$ cat src/rtl/sign_narrow.sv
// sign_narrow: narrow a signed IN_SIZE value to OUT_SIZE (wrap or saturate)
// into a 2-entry FIFO, plus sticky/counted overflow status.
//
// Ports:
//   clk, rst_n            clock, async active-low reset
//   in_valid/in_ready     input handshake
//   in_data[IN_SIZE]      signed value to narrow
//   sat_en                1 = saturate on overflow, 0 = wrap
//   out_valid/out_ready   output handshake
//   out_data[OUT_SIZE]    narrowed head entry
//   out_ovf               head entry overflowed
//   ovf_clr               clear sticky flag and counter
//   ovf_sticky            any overflow accepted since clear/reset
//   ovf_count[8]          accepted overflows, saturating at 255
module sign_narrow #(
  parameter int IN_SIZE  = 16,
  parameter int OUT_SIZE = 8
) (
  input  logic                clk,
  input  logic                rst_n,
  input  logic                in_valid,
  output logic                in_ready,
  input  logic [IN_SIZE-1:0]  in_data,
  input  logic                sat_en,
  output logic                out_valid,
  input  logic                out_ready,
  output logic [OUT_SIZE-1:0] out_data,
  output logic                out_ovf,
  input  logic                ovf_clr,
  output logic                ovf_sticky,
  output logic [7:0]          ovf_count
);

  localparam int TW = IN_SIZE - OUT_SIZE + 1;

  logic [OUT_SIZE-1:0] r_data [2];
  logic [1:0]          r_ovf;
  logic [1:0]          r_count;
  logic                r_wr;
  logic                r_rd;
  logic                r_sticky;
  logic [7:0]          r_ocnt;

  logic [TW-1:0]       w_top;
  logic                w_ovf;
  logic                w_neg;
  logic [OUT_SIZE-1:0] w_sat;
  logic [OUT_SIZE-1:0] w_nd;
  logic                w_acc;
  logic                w_con;
  logic                w_acc_ovf;
  logic [1:0]          w_count_nx;

  // The bits from the output sign position up must all match the
  // input sign, otherwise the value does not fit.
  assign w_top = in_data[IN_SIZE-1:OUT_SIZE-1];
  assign w_ovf = ~((&w_top) | ~(|w_top));
  assign w_neg = in_data[IN_SIZE-1];
  assign w_sat = {w_neg, {(OUT_SIZE-1){~w_neg}}};
  assign w_nd  = (w_ovf && sat_en) ? w_sat
                                   : in_data[OUT_SIZE-1:0];

  // in_ready depends on registered count only.
  assign in_ready  = (r_count != 2'd2);
  assign out_valid = (r_count != 2'd0);
  assign out_data  = r_data[r_rd];
  assign out_ovf   = r_ovf[r_rd];

  assign w_acc     = in_valid && in_ready;
  assign w_con     = out_valid && out_ready;
  assign w_acc_ovf = w_acc && w_ovf;

  always_comb begin
    w_count_nx = r_count;
    unique case (1'b1)
      (w_acc && !w_con): w_count_nx = r_count + 2'd1;
      (!w_acc && w_con): w_count_nx = r_count - 2'd1;
      default:           w_count_nx = r_count;
    endcase
  end

  always_ff @(posedge clk or negedge rst_n) begin
    if (!rst_n) begin
      r_data[0] <= '0;
      r_data[1] <= '0;
      r_ovf     <= '0;
      r_count   <= '0;
      r_wr      <= 1'b0;
      r_rd      <= 1'b0;
    end else begin
      r_count <= w_count_nx;
      if (w_acc) begin
        r_data[r_wr] <= w_nd;
        r_ovf[r_wr]  <= w_ovf;
        r_wr         <= ~r_wr;
      end
      if (w_con) begin
        r_rd <= ~r_rd;
      end
    end
  end

  // A clear coinciding with an overflow keeps that overflow.
  always_ff @(posedge clk or negedge rst_n) begin
    if (!rst_n) begin
      r_sticky <= 1'b0;
      r_ocnt   <= 8'd0;
    end else if (ovf_clr) begin
      r_sticky <= w_acc_ovf;
      r_ocnt   <= {7'd0, w_acc_ovf};
    end else if (w_acc_ovf) begin
      r_sticky <= 1'b1;
      if (r_ocnt != 8'hFF) begin
        r_ocnt <= r_ocnt + 8'd1;
      end
    end
  end

  assign ovf_sticky = r_sticky;
  assign ovf_count  = r_ocnt;

endmodule

$ cat config.mk
export PLATFORM = sky130hd
export DESIGN_NAME = sign_narrow
export DESIGN_NICKNAME = d
export VERILOG_FILES = /design/src/rtl/sign_narrow.sv
export SDC_FILE = /design/constraint.sdc
export NUM_CORES = 1
export LEC_CHECK = 0
export BUFFER_PORTS_ARGS = -buffer_cell sky130_fd_sc_hd__buf_2
export CAP_MARGIN = 15
export CORE_MARGIN = 8
export CORE_UTILIZATION = 50
export DETAILED_ROUTE_END_ITERATION = 8
export GPL_TIMING_DRIVEN = 0
export PLACE_DENSITY_LB_ADDON = 0.1
export REMOVE_ABC_BUFFERS = 1
export SYNTH_ARGS = -nofsm -noshare
export SYNTH_HDL_FRONTEND = slang
export SYNTH_SLANG_ARGS = --single-unit
$ cat constraint.sdc
create_clock -name clk -period 3.45 [get_ports clk]
set_clock_uncertainty 0.05 [all_clocks]
set_input_delay 0.1725 -clock clk [delete_from_list [all_inputs] [get_ports clk]]
set_output_delay 0.1725 -clock clk [all_outputs]
set_load 0.01 [all_outputs]
==> flow_summary.toml <==
[global_routing]
antenna_found_initial = 0
gr-usage-all-layers_pct = 14.4
overflow = 0
grt_max_degree = 32
grt_pass1_wl_mm = 5.93
grt_pass1_vias = 1387

[floorplan]
dieArea_um2 = 5160
pin_count = 42
rows = 20
core-area_um2 = 3000
die_y_um = 71.9
initial_utilization_pct = 52.0
die_w_um = 71.9

[placed_design]
port_buffers = 41
dp_slack_ns = 1.52
dp_hpwl_mm = 2.58
gp_congestion = 0.740

[detailed_routing]
antenna_left = 0
vias = 1325
drt-initial-drc-count = 98
drc = 0
wl_per_cell_um = 15.1
viasPerCell = 5.64
wl_mm = 3.54
drtPass1Iterations = 4

[power_and_ir_drop]
power_uw = 1450
p_leak_uw = 0.000838
peakVddDrop_mv = 0.339
powerDensity_nw_per_um2 = 785

[critical_path]
startpoint_type = "flop"
critPathKind = "flop to flop"
cp-end-kind = "flop"
cp_max_fo = 10
worstPathRequired_ns = 3.59
arrival_ns = 2.06

[synthesis]
yosys_warnings = 0
yosysTopAreaCellShare_pct = 49.7
yosysMostFrequentCell = "dfrtp_1"
synth_area_um2 = 1560
synth_top_cell_by_area = "dfrtp_1"
synth_commonest_cells = "dfrtp_1, nor2_1, a21oi_1, nand2_1, mux2_2"
ys_ff_latch = 31
synthFlopType = "dfrtp_1"
async_flop_share_pct = 100
synth_area_leaders = "dfrtp_1, mux2_2, nor2_1, a21oi_1, nand2_1"
synth_cell_types = 37
syn_inst = 158
seq_area_frac_synth_pct = 49.7
syn_area_per_cell_um2 = 9.87
synth_enable_flop_cells = 0

[sta]
finalMaxSlewViolations = 0
setup_tns_ns = 0
setup_viol = 0
hold_viol = 0
max_slew_margin_pct = 54.3
fin_crit_sh_pct = 55.4
fin_ws_ns = 1.54
layout_min_cycle_time_ns = 1.91
rsz0062_at_grt = "no"
clock.fmax_mhz = 523
worstMarginPinSlew_ns = 0.685

[cts]
numCtsBuffers = 5
cts_buffer_depth = 2
h-tree-depth = 2
clk_latency_ns = 0.32
clk_pin_slew_ns = 0.09
clock_sinks = 31
cts_setup_buffers = 0
cts_tree = "yes"
cts_root_buf = "clkbuf_4"

[layout]
fin_util_pct = 61.7
final_nets = 225
area_delta_synth_final_pct = 18.8
antennaDiodeCount = 0
drive_gt1_share_pct = 33.2

[run]
maxCapViolations = 0

[min_path]
hold_path_class = "input pin to flop"

[status]
outcome = "finished, final reports clean"
## state kept, by name, summed over array words and instances (netlist names)
name / count
r_rd: 1
r_data: 16
ovf_count: 8
ovf_sticky: 1
r_wr: 1
r_ovf: 2
r_count: 2
## repair_timing
item	4_1_cts	5_1_grt
endpoints found under the hold margin	31	0
resized for setup	0	0
endpoints found under the setup margin	0	0
hold buffers	1	0
## layout by cell type, fill, tap and decap left out, types with 2 or more instances in the layout
cell type	count
a21oi_1	14
clkbuf_4	5
dfrtp_1	31
ha_1	2
nor3_1	2
xor2_1	2
xnor2_1	3
clkbuf_8	2
or4_1	3
a31oi_1	7
o41ai_1	2
mux2_2	11
o31ai_1	3
nor2_1	24
o21ai_0	4
inv_1	3
nor4_1	2
nand3_1	7
nand4_1	2
buf_2	41
nor2b_1	2
nand2_1	13
## path summary, 6_finish.rpt
| check | start | endpoint | slack, ns | depth (start not counted) |
|---|---|---|---|---|
| worst max register to register | r_count[0] | r_data[13] | 1.54 | 6 |
| worst min-delay path | in_data[4] | r_data[12] | 0.04 | 3 |
| worst max-delay path | r_count[0] | r_data[13] | 1.54 | 6 |
| worst min register to register | r_count[1] | r_count[1] | 0.46 | 1 |
| max in group asynchronous | rst_n | ovf_sticky | 2.54 | 2 |
| min in group asynchronous | rst_n | ovf_count[6] | 0.36 | 2 |
## stage by stage
step / instances / cell area (um2) / hold WS (ns)
after global placement: 226 / 1770 / 0.186
final: 235 / 1850 / 0.0427
after global routing: 235 / 1850 / 0.0659
after detailed placement: 226 / 1770 / 0.199
after floorplan: 152 / 1530 / -0.173
after CTS: 235 / 1850 / 0.0358
## power by group
group | leakage [uW] | internal, uW | switching (uW)
logic | 0.000431 | 291 | 301
registers | 0.000368 | 508 | 116
clock network | 0.0000386 | 120 | 118
total | 0.000838 | 919 | 535
## layer usage
layer	GRT usage, %	up-vias	wire length (um)
met3	4.18	4	216
met2	23.6	37	1680
met5	0	-	0
met1	16.8	632	1600
met4	7.03	0	38
li1	-	652	-
## critical path, stage by stage (launching register included)
cell and delay [ns]:
dfrtp_1 0.42, nand2b_2 0.16, and2_4 0.17, inv_2 0.06, nor2_2 0.33, and2_0 0.46
a21oi_1 0.13
## cell type report
| cell class | count | area (um2) |
|---|---|---|
| sequential | 31 | 776 |
| inverter | 4 | 15.0 |
| timing repair buffer | 42 | 215 |
| fill | 270 | 1150 |
| tap | 33 | 41.3 |
| clock buffer | 8 | 68.8 |
| multi-input combinational | 117 | 737 |
## cell families (layout without fill, tap and decap cells)
kind of cell    count (synthesis)  after routing  share of synthesized area [%]
fa+ha+maj                       2              2                           1.60
flops                          31             31                           49.7
simple gates                   67             67                           22.5
buf+inv                        10             54                           3.05
xor+xnor                        5              5                           2.81
mux                            12             12                           8.58
compound gates                 31             31                           11.7
No activity file was read; power rests on OpenSTA's default activity.
